[config.mk]
export PLATFORM = sky130hd
export DESIGN_NAME = serial_subtractor
export DESIGN_NICKNAME = d
export VERILOG_FILES = /design/src/rtl/serial_subtractor.sv
export SDC_FILE = /design/constraint.sdc
export NUM_CORES = 1
export LEC_CHECK = 0
export CAP_MARGIN = 20
export CELL_PAD_IN_SITES_DETAIL_PLACEMENT = 1
export CELL_PAD_IN_SITES_GLOBAL_PLACEMENT = 1
export CORE_ASPECT_RATIO = 0.6
export CORE_MARGIN = 3
export CORE_UTILIZATION = 30
export DETAILED_ROUTE_END_ITERATION = 8
export PLACE_DENSITY_LB_ADDON = 0.25
export SLEW_MARGIN = 30
export SYNTH_ARGS = -nofsm -noshare
export SYNTH_HDL_FRONTEND = slang
export SYNTH_SLANG_ARGS = --single-unit
[constraint.sdc]
create_clock -name clk -period 1.7 [get_ports clk]
set_input_delay 0.34 -clock clk [delete_from_list [all_inputs] [get_ports clk]]
set_output_delay 0.34 -clock clk [all_outputs]
set_load 0.01 [all_outputs]
[src/rtl/serial_subtractor.sv]
// -----------------------------------------------------------------------------
// serial_subtractor
//
// Bit-serial two's-complement subtractor: diff = x - y, computed one bit per
// clock, LSB first, over maxn cycles. It is the small-footprint companion of
// the ripple-carry adder in the same datapath library.
//
// Handshake: start is sampled only in IDLE or DONE. The accepting edge
// captures x and y. busy is high for exactly maxn cycles, then done pulses
// for one cycle with the result and flags valid. A start held high during
// the done cycle begins the next operation immediately, giving one result
// every maxn+1 cycles.
//
// Ports:
//   clk       in   clock; all state changes on the rising edge
//   rst       in   synchronous, active-high reset (highest priority)
//   start     in   request a subtraction (ignored while busy)
//   x         in   minuend, maxn bits
//   y         in   subtrahend, maxn bits
//   busy      out  high while bits are being processed
//   done      out  one-cycle pulse when diff and the flags are updated
//   diff      out  x - y modulo 2^maxn
//   borrow    out  unsigned borrow out of bit maxn-1 (x < y)
//   zero      out  diff == 0
//   overflow  out  signed overflow of x - y
//
// The result and flags registers change only when the last bit completes,
// or on reset. They hold their values through IDLE and the next RUN.
// -----------------------------------------------------------------------------
module serial_subtractor #(
  parameter int maxn = 16
) (
  input  logic            clk,
  input  logic            rst,
  input  logic            start,
  input  logic [maxn-1:0] x,
  input  logic [maxn-1:0] y,
  output logic            busy,
  output logic            done,
  output logic [maxn-1:0] diff,
  output logic            borrow,
  output logic            zero,
  output logic            overflow
);

  // The counter must be able to hold maxn itself.
  localparam int CW = $clog2(maxn + 1);
  localparam logic [CW-1:0] LAST_BIT = CW'(maxn - 1);

  typedef enum logic [1:0] {
    S_IDLE = 2'd0,
    S_RUN  = 2'd1,
    S_DONE = 2'd2
  } state_t;

  state_t          state_q,    state_d;
  logic [maxn-1:0] a_q,        a_d;        // minuend shift register
  logic [maxn-1:0] b_q,        b_d;        // subtrahend shift register
  logic [maxn-1:0] res_q,      res_d;      // partial result, filled from the MSB
  logic [CW-1:0]   count_q,    count_d;
  logic            br_q,       br_d;       // running borrow between bit slices
  logic            xmsb_q,     xmsb_d;     // operand sign bits, kept for overflow
  logic            ymsb_q,     ymsb_d;
  logic [maxn-1:0] diff_q,     diff_d;
  logic            borrow_q,   borrow_d;
  logic            zero_q,     zero_d;
  logic            overflow_q, overflow_d;

  // One-bit full-subtractor slice on the current LSBs.
  logic            bit_a;
  logic            bit_b;
  logic            bit_d;
  logic            br_next;
  logic [maxn-1:0] res_full;

  always_comb begin
    bit_a    = a_q[0];
    bit_b    = b_q[0];
    bit_d    = bit_a ^ bit_b ^ br_q;
    br_next  = (~bit_a & bit_b) | (~(bit_a ^ bit_b) & br_q);
    // Result with the current bit shifted in; on the last bit this is the
    // complete difference.
    res_full = {bit_d, res_q[maxn-1:1]};
  end

  // Next-state and datapath control.
  always_comb begin
    state_d    = state_q;
    a_d        = a_q;
    b_d        = b_q;
    res_d      = res_q;
    count_d    = count_q;
    br_d       = br_q;
    xmsb_d     = xmsb_q;
    ymsb_d     = ymsb_q;
    diff_d     = diff_q;
    borrow_d   = borrow_q;
    zero_d     = zero_q;
    overflow_d = overflow_q;

    unique case (state_q)
      // DONE accepts a new request exactly like IDLE, which is what allows
      // back-to-back operations without a bubble cycle.
      S_IDLE, S_DONE: begin
        if (start) begin
          a_d     = x;
          b_d     = y;
          res_d   = '0;
          count_d = '0;
          br_d    = 1'b0;
          xmsb_d  = x[maxn-1];
          ymsb_d  = y[maxn-1];
          state_d = S_RUN;
        end else begin
          state_d = S_IDLE;
        end
      end

      S_RUN: begin
        a_d     = {1'b0, a_q[maxn-1:1]};
        b_d     = {1'b0, b_q[maxn-1:1]};
        res_d   = res_full;
        br_d    = br_next;
        count_d = count_q + 1'b1;
        if (count_q == LAST_BIT) begin
          diff_d     = res_full;
          borrow_d   = br_next;
          zero_d     = (res_full == '0);
          // Signed overflow only possible when operand signs differ; it
          // happened if the result sign disagrees with the minuend sign.
          overflow_d = (xmsb_q != ymsb_q) && (res_full[maxn-1] != xmsb_q);
          state_d    = S_DONE;
        end
      end

      default: begin
        state_d = S_IDLE;
      end
    endcase
  end

  always_ff @(posedge clk) begin
    if (rst) begin
      state_q    <= S_IDLE;
      a_q        <= '0;
      b_q        <= '0;
      res_q      <= '0;
      count_q    <= '0;
      br_q       <= 1'b0;
      xmsb_q     <= 1'b0;
      ymsb_q     <= 1'b0;
      diff_q     <= '0;
      borrow_q   <= 1'b0;
      zero_q     <= 1'b0;
      overflow_q <= 1'b0;
    end else begin
      state_q    <= state_d;
      a_q        <= a_d;
      b_q        <= b_d;
      res_q      <= res_d;
      count_q    <= count_d;
      br_q       <= br_d;
      xmsb_q     <= xmsb_d;
      ymsb_q     <= ymsb_d;
      diff_q     <= diff_d;
      borrow_q   <= borrow_d;
      zero_q     <= zero_d;
      overflow_q <= overflow_d;
    end
  end

  assign busy     = (state_q == S_RUN);
  assign done     = (state_q == S_DONE);
  assign diff     = diff_q;
  assign borrow   = borrow_q;
  assign zero     = zero_q;
  assign overflow = overflow_q;

endmodule

==> run_results.csv <==
group,metric,value,unit
setup_path,crit_buf_inv,1,
logic_synthesis,syn_inst,334,
floorplan,fp-row-count,27,
floorplan,fp.coreArea,9392,um2
place,port_buffers,55,
detailed_routing,postRouteAntennaNets,0,
detailed_routing,topRoutingLayerUsed,"met4",
sta,hold_viol_final,0,
place,dp_slack,-0.02302,ns
sta,min_period,1.570,ns
clock_network,clk_pin_slew,0.06,ns
sta,setup_viol,0,
min_path,holdCritStartpoint,"diff[15]",
logic_synthesis,yosys.area.top_type_share,0.5131,
detailed_routing,drcViolationCount,0,
setup_path,start_kind,"register",
finish,diodes,0,
power_and_ir_drop,seqPwrFrac,0.468,
logic_synthesis,syn_area_per_cell,8.878,um2
floorplan,die_h,83.01,um
detailed_routing,dr_wl_met2,3251,um
min_path,hold_class,"register to register",
setup_path,cp_max_fo,2,
logic_synthesis,synth_nets,372,
setup_path,crit_slowest_cell,"clkdlybuf4s50_1",
setup_path,timing.rr.end,"diff[1]",
setup_path,reg2reg_depth,7,
logic_synthesis,yosys_warnings,0,
sta,fmax,636.9,MHz
clock_network,cts_max_level,3,
detailed_routing,route.met3.wl,444,um
logic_synthesis,synth_cell_types,32,
detailed_routing,vias,2516,
sta,drv_slew,0,
finish,drive_gt1_frac,0.1487,
min_path,min_path_cells,2,
finish,fill_cells,1086,
power_and_ir_drop,leakage,1.375,nW
sta,tns,0,ns
sta,worst_slack,0.1300,ns
global_routing,grt_max_degree,52,
logic_synthesis,synth_area_leader_cell,"dfxtp_1",
setup_path,cp_cell_sequence,"clkdlybuf4s50_1",
power_and_ir_drop,clkPwrFrac,0.429,
min_path,min_to,"diff[15]",
power_and_ir_drop,switching_power,1.001,mW
setup_path,worstSetupPathType,"register to output port",
sta,slew_headroom,0.6638,
logic_synthesis,synth_area,2965,um2
global_routing,grt_usage,0.1439,
setup_path,cp_top_family,"buffers and inverters",
detailed_routing,wl_met1,3872,um
clock_network,cts_hold_buf,0,
global_routing,first_global_vias,2511,
logic_synthesis,yosysSeqAreaShare,0.5131,
power_and_ir_drop,powerDensity,1011,nW/um2
clock_network,post_cts_buffers,0,
power_and_ir_drop,power_switching_share,0.2484,
clock_network,cts_root_buf,"clkbuf_16",
setup_path,cp.arrival,1.23,ns
finish,final_nets,423,
logic_synthesis,yosys_register_bits,76,
power_and_ir_drop,comb_power_share,0.102,
sta,worst_slew_pin_slew,0.5044,ns
power_and_ir_drop,finalPower,4.028,mW
detailed_routing,routed_wl,7667,um
sta,finalClockSkew,0.006070,ns
floorplan,start_util,0.3157,
place,gp_congestion,0.7210,
clock_network,clk_latency,0.34,ns
floorplan,die_x,134.4,um
finish,utilization,0.4241,
clock_network,clock_sinks,76,
clock_network,numCtsBuffers,9,
sta,finalCritPeriodShare,0.9236,
clock_network,clockBufferDepth,2,
detailed_routing,dr.pass1.iters,4,
power_and_ir_drop,cellInternalPower,3.028,mW
setup_path,required,1.36,ns
outcome,status,"finished clean",
detailed_routing,vias_per_cell,4.838,
setup_path,rrSetupSlack,0.14,ns
detailed_routing,drt_iter0_drc,182,
setup_path,cpPeakStageDelay,0.55,ns
power_and_ir_drop,ir_worst_vdd,0.4807,mV
job,maxCapViolCount,0,
floorplan,die_area,11150,um2
place,dp.final_hpwl,5242,um
clock_network,tritoncts,"yes",
detailed_routing,routedWlPerCell,14.74,um
logic_synthesis,ys_top_cells_by_area,"dfxtp_1 (51%), a22oi_1 (11%), nand2_1 (7.8%), a21oi_1 (7.8%), nor2_1 (3.4%)",
sta,rsz0062_at_grt,"no",
setup_path,worstReg2RegStart,"count_q[1]",
global_routing,grt_overflow,0,
finish,area_growth,34.30,%
global_routing,grt_pass1_wl,12860,um
global_routing,antenna_found_initial,0,
setup_path,timing.critical_path.to_type,"output port",
floorplan,io_pins,56,
[power by group through the flow]
| stage | sequential [mW] | combinational (mW) | clock [mW] |
|---|---|---|---|
| after floorplan | 1.91 | 0.236 | 0 |
| after global placement | 1.92 | 0.405 | 0 |
| after detailed placement | 1.92 | 0.413 | 0 |
| after CTS | 1.89 | 0.416 | 1.78 |
| after global routing | 1.89 | 0.460 | 1.86 |
| final | 1.89 | 0.412 | 1.73 |
[flip-flops by register name, summed over array words and instances, names as in the netlist]
name,cells
a_q,16
b_q,16
borrow,1
br_q,1
count_q,5
diff,16
overflow,1
res_q,15
state_q,2
xmsb_q,1
ymsb_q,1
zero,1
[cells in the final DEF, fill, tap and decap left out, drive strengths merged, types with 3 or more instances in the layout]
cell type,instances
dfxtp,76
nand2,72
a21oi,56
clkdlybuf4s50,52
a22oi,45
nor2,28
buf,13
clkbuf,10
inv,5
nor4,4
clkinv,4
nor2b,3
[how the worst max path moves through the flow]
stage	startpoint	to	slack, ns	cells after the start
after global routing	count_q[1]	diff[15]	0.005	7
after CTS	count_q[0]	diff[1]	0.06	7
final	overflow	overflow	0.13	1
after detailed placement	start	ymsb_q	-0.02	5
after global placement	start	ymsb_q	0.003	5
after floorplan	count_q[0]	diff[5]	0.18	8
[synthesized netlist by cell type]
cell type  instances
clkbuf_1           8
o31ai_1            1
nand2b_1           1
nor2b_1            3
nand4_1            2
a21oi_1           46
a21oi_2           10
nor2_4             1
and2_1             1
fa_1               1
buf_1              1
a211oi_1           2
inv_4              1
nand3b_1           2
inv_1              3
buf_2              8
o21ai_0            2
or2_0              1
nand2b_4           1
nand2_1           62
nor4_1             4
ha_1               2
nor2_1            27
nand2_2           10
buf_12             1
buf_6              1
buf_4              8
and3_1             1
nand3_1            1
nor3_1             1
dfxtp_1           76
a22oi_1           45
[final cells by class]
type                       count  area [um2]  area share
clock buffer                  10       229.0     0.05749
inverter                       4       17.52    0.004398
sequential                    76        1524      0.3827
tap                          130       162.7     0.04084
clock inverter                 6       40.04     0.01005
timing repair buffer          67       733.2      0.1841
multi-input combinational    227        1276      0.3205
[metrics by stage]
stage / instance area, um2 / hold WS (ns) / instances
2_1_floorplan: 2965 / 0.4363 / 334
4_1_cts: 3971 / 0.4498 / 520
5_1_grt: 3983 / 0.4647 / 520
3_5_place_dp: 3701 / 0.4501 / 504
6_report: 3983 / 0.4539 / 520
3_3_place_gp: 3701 / 0.4424 / 504
[logic make-up after synthesis]
group	count (synthesis)	share of synthesized area
and+or+nand+nor	118	0.1781
adders and majority gates	3	0.01519
AOI/OAI and AO/OA	106	0.2321
DFF	76	0.5131
buffers and inverters	31	0.06160
[timing repair]
action	CTS	global route
setup endpoints to repair	3	18
endpoints found under the hold margin	0	0
resized for setup	4	4
[per-layer routing]
layer  vias to the layer above  track usage
met5                         -            0
met4                         0      0.04713
met3                         9      0.05569
met2                        49       0.2019
met1                      1201       0.2017
li1                       1257            -
(Power assumes the default switching activity.)
==> variant 1, RTL diff (same settings) <==
The parameter `maxn` goes from 16 to 32.
--- a/src/rtl/serial_subtractor.sv
+++ b/src/rtl/serial_subtractor.sv
@@ -30,3 +30,3 @@
 module serial_subtractor #(
-  parameter int maxn = 16
+  parameter int maxn = 32
 ) (
Interface: changed (resized diff, x and y); port bits go from 56 to 104. The function was not compared with the original's and may differ.
==> variant 1 against the unedited design <==
  * Routed wire length is 110% higher
  * Sequential share of layout area rose by 0.35 points
  * First-iteration DRC count increased by 61%
  * The flow now finishes with violations (negative setup slack)
  * Largest power group is now clock
  * Critical path type is now reg2reg
  * Area after synthesis is 77% higher
  * Sequential cell count rose by 65
  * Count of clock-buffer cells in the layout rose by 10
  * Critical endpoint is now zero$_SDFFE_PP0P_
  * Total power grew 110%
  * Critical path depth rose by 4
  * Final area increased by 84%
  * Setup slack got worse by 0.20 ns
  * Utilization grew 1.5 points
  * Clock skew is 0.0061 ns higher
  * Clock power grew 140%
==> variant 1: results <==
group,metric,value,unit
placed_design,placedInstanceArea,6611,sq um
placed_design,place_hpwl,10.56,mm
timing,setup_violations,1,
worst_setup_path,cp_top_family,"simple AND/OR/NAND/NOR gates",
run_status,violations,"negative setup slack",
yosys,synth_area_leaders,"dfxtp_1, nand2_1, a21oi_1",
yosys,synthCells,642,
global_routing,grt_pass1_wl,25.92,mm
finish,nNetsFinal,805,
yosys,synth-compound-area-share,0.2251,
clock_network,insertion_delay,0.41,ns
global_routing,grt_pass1_vias,5087,
timing,setup_slack,-0.06908,ns
power_and_ir_drop,peakVddDrop,0.0005786,V
global_routing,grt_max_degree,54,
finish,diodes,0,
finish,drive_gt1_frac,0.1001,
global_routing,grt_usage,0.1687,
placed_design,place.gp.congestion,0.7647,
run_status,status,"finished, violations left",
yosys,synth_adder_area_share,0.006192,
worst_setup_path,cpMaxStageDelayCell,"fa_1",
yosys,synth_top_area_share,0.5373,
worst_hold_path,min-delay-start,"rst",
worst_hold_path,hold_class,"in2reg",
placed_design,io_buffer_count,103,
routing,drt_wl_total,15.96,mm
clock_network,cts_buffers,17,
timing,fin_tns_setup,-0.06908,ns
worst_setup_path,r2r-end,"zero$_SDFFE_PP0P_",
routing,drt_iter0_markers,293,
clock_network,clkSlewWorstSetupHoldPaths,0.07,ns
worst_hold_path,hold_end,"a_q[1]$_SDFFE_PP0P_",
yosys,synth.area.mux_share,0.004287,
worst_setup_path,ff2ff_path_depth,5,
timing,worst_pin_slew,0.5859,ns
global_routing,antenna_found_initial,1,
timing,holdWs,0.3457,ns
routing,routed_via_density,5.024,
worst_setup_path,cp.arrival,2.11,ns
==> variant 1: changes by cell type in the layout (fill, tap and decap cells not counted), moves of 12 or more <==
cell | unedited run | this run
clkdlybuf4s50_1 | 52 | 99
dfxtp_1 | 74 | 137
buf_4 | 4 | 18
a22oi_1 | 45 | 63
nand2_1 | 62 | 199
a21oi_1 | 46 | 134
nor2_1 | 27 | 15
==> variant 1: where the power goes <==
group	internal, mW	total [mW]	switching [mW]
Clock	2.70	4.15	1.44
Combinational	0.320	0.723	0.403
Sequential	3.42	3.49	0.0678
Total	6.44	8.36	1.91
==> variant 1: routing by layer <==
metal	GRT usage	wire length, microns
met1	0.2375	8092
met2	0.2583	6973
met3	0.04246	774
met4	0.04538	102
met5	0	13
==> variant 1: area by class of cell <==
cell class	count	area, sq um
clock buffers	20	456.7
clock inverters	12	207.7
fillers	1939	9343
inverters	3	12.51
multi-input cells	446	2248
flip-flops and latches	141	2828
well taps	228	285.3
repair buffers	127	1285
==> variant 1: how the worst max path moves through the flow <==
stage	start	endpoint	slack [ns]
after floorplan	count_q[0]$_SDFFE_PP0P_	zero$_SDFFE_PP0P_	0.004
after global placement	br_q$_SDFFE_PP0P_	zero$_SDFFE_PP0P_	-0.16
after detailed placement	br_q$_SDFFE_PP0P_	zero$_SDFFE_PP0P_	-0.19
after CTS	a_q[0]$_SDFFE_PP0P_	zero$_SDFFE_PP0P_	-0.10
after global routing	br_q$_SDFFE_PP0P_	zero$_SDFFE_PP0P_	-0.22
final	a_q[0]$_SDFFE_PP0P_	zero$_SDFFE_PP0P_	-0.07
==> variant 1: repair_timing <==
action	in CTS	in global routing
setup buffers	0	1
gates cloned	0	1
pin swaps	1	2
endpoints found under the hold margin	0	0
setup endpoints to repair	4	34
resized for setup	9	4
==> variant 2, RTL diff (config.mk and constraints unchanged) <==
Without the edit above. Put a register stage on the outputs `busy` and `done`. The values now appear one clock later. The other outputs are not delayed to match. Comments in the files are not updated.
--- a/src/rtl/serial_subtractor.sv
+++ b/src/rtl/serial_subtractor.sv
@@ -171,4 +171,6 @@
 
-  assign busy     = (state_q == S_RUN);
-  assign done     = (state_q == S_DONE);
+  always_ff @(posedge clk) begin
+    busy <= (state_q == S_RUN);
+    done <= (state_q == S_DONE);
+  end
   assign diff     = diff_q;
Behaviour: not the same (Yosys sat finds a counterexample within 4 cycles, from zero or initial values and one cycle with rst high).
==> variant 2 against the unedited design <==
  * Setup slack lost 0.0046 ns
  * Final area up 2.3%
  * Sequential cell count is 2 higher
  * Total power rose by 8.3%
  * Largest cell class unchanged
  * Clock skew is 0.00078 ns lower
  * Count of clock-buffer cells in the layout rose by 3
  * Routed wire length rose by 5.7%
  * Area after synthesis increased by 1.4%
  * Maximum frequency fell by 0.29%
  * Critical path type is now reg2reg
  * Highest routed layer unchanged
  * Non-clock buffer count rose by 5
  * Largest power group is now clock
==> variant 2: results <==
group,metric,value,unit
routing,drt_iter0_markers,120,
clock_network,root_buffer,"clkbuf_16",
routing,vias,2563,
finish,drive_gt1_frac,0.1637,
global_routing,antenna_found_initial,0,
worst_setup_path,critPathMaxStageDelay,0.33,ns
worst_hold_path,min-delay-start,"rst",
run_status,status,"complete, no violations",
worst_setup_path,cp.arrival,1.83,ns
worst_setup_path,worst-path-max-fanout,19,
power_and_ir_drop,peakVddDrop,0.0004597,V
global_routing,use_met2,0.2301,
worst_setup_path,regToRegStartpoint,"count_q[0]$_SDFFE_PP0P_",
global_routing,grt_pass1_vias,2657,
yosys,ys_top_cells_by_count,"dfxtp_1, nand2_1, a21oi_1, a22oi_1, nor2_1",
routing,met2_length,3.610,mm
finish,stdcell_count,527,
placed_design,placedInstanceArea,3729,sq um
global_routing,grt_usage,0.1528,
yosys,yosysSeqAreaShare,0.5196,
timing,finClkSkew,0.005294,ns
power_and_ir_drop,cellLeakagePower,1.424,nW
timing,holdWs,0.4341,ns
placed_design,place_hpwl,5.540,mm
yosys,synth_area_leaders,"dfxtp_1, a22oi_1, nand2_1",
worst_setup_path,r2r-end,"diff[0]$_SDFFE_PP0P_",
power_and_ir_drop,switchingPower,987.4,uW
global_routing,grt_max_degree,26,
worst_hold_path,hold_end,"state_q[1]$_SDFFE_PP0P_",
yosys,synthCells,336,
yosys,syn_nets,374,
placed_design,place_ws,-0.1237,ns
yosys,synth_adder_area_share,0.01499,
worst_setup_path,cpMaxStageDelayCell,"dfxtp_2",
global_routing,use_met1,0.2070,
placed_design,place.gp.congestion,0.7504,
routing,dr_wl_met3,284,microns
routing,wl_per_cell,15.37,microns
timing,setup_slack,0.1253,ns
global_routing,grt_use_met3,0.04940,
placed_design,dp.cells,511,
worst_setup_path,cp_top_family,"simple AND/OR/NAND/NOR gates",
worst_setup_path,critPathKind,"reg2reg",
global_routing,grt_pass1_wl,13.72,mm
yosys,synth-compound-area-share,0.2290,
routing,wl_met1,4.105,mm
worst_setup_path,cp-endpoint,"diff[0]$_SDFFE_PP0P_",
worst_hold_path,hold_class,"in2reg",
finish,nNetsFinal,430,
timing,worst_pin_slew,0.5633,ns
finish,diodes,0,
[variant 2: changes by cell type in the layout (fill, tap and decap cells not counted), moves of 2 or more]
cell	before	now
buf_12	8	4
dlygate4sd2_1	2	0
dfxtp_1	74	77
clkdlybuf4s50_1	52	54
buf_4	4	13
clkbuf_8	0	4
[variant 2: layout make-up]
cell class              count  area [sq um]
well taps                 130         162.7
flip-flops and latches     78          1563
clock buffers              13         280.3
clock inverters             3         40.04
inverters                   4         17.52
repair buffers             72         723.2
fillers                  1078          5385
multi-input cells         227          1287
[variant 2: power groups by stage]
stage	clock network, mW	registers (mW)	logic [mW]
2_1_floorplan	0	1.96	0.235
5_1_grt	2.17	1.94	0.462
4_1_cts	2.08	1.93	0.417
3_3_place_gp	0	1.97	0.396
6_report	2.01	1.93	0.415
3_5_place_dp	0	1.97	0.413
[variant 2: timing repair]
item / CTS / global route
gates resized for setup: 2 / 6
pin swaps: 0 / 0
setup endpoints to repair: 5 / 18
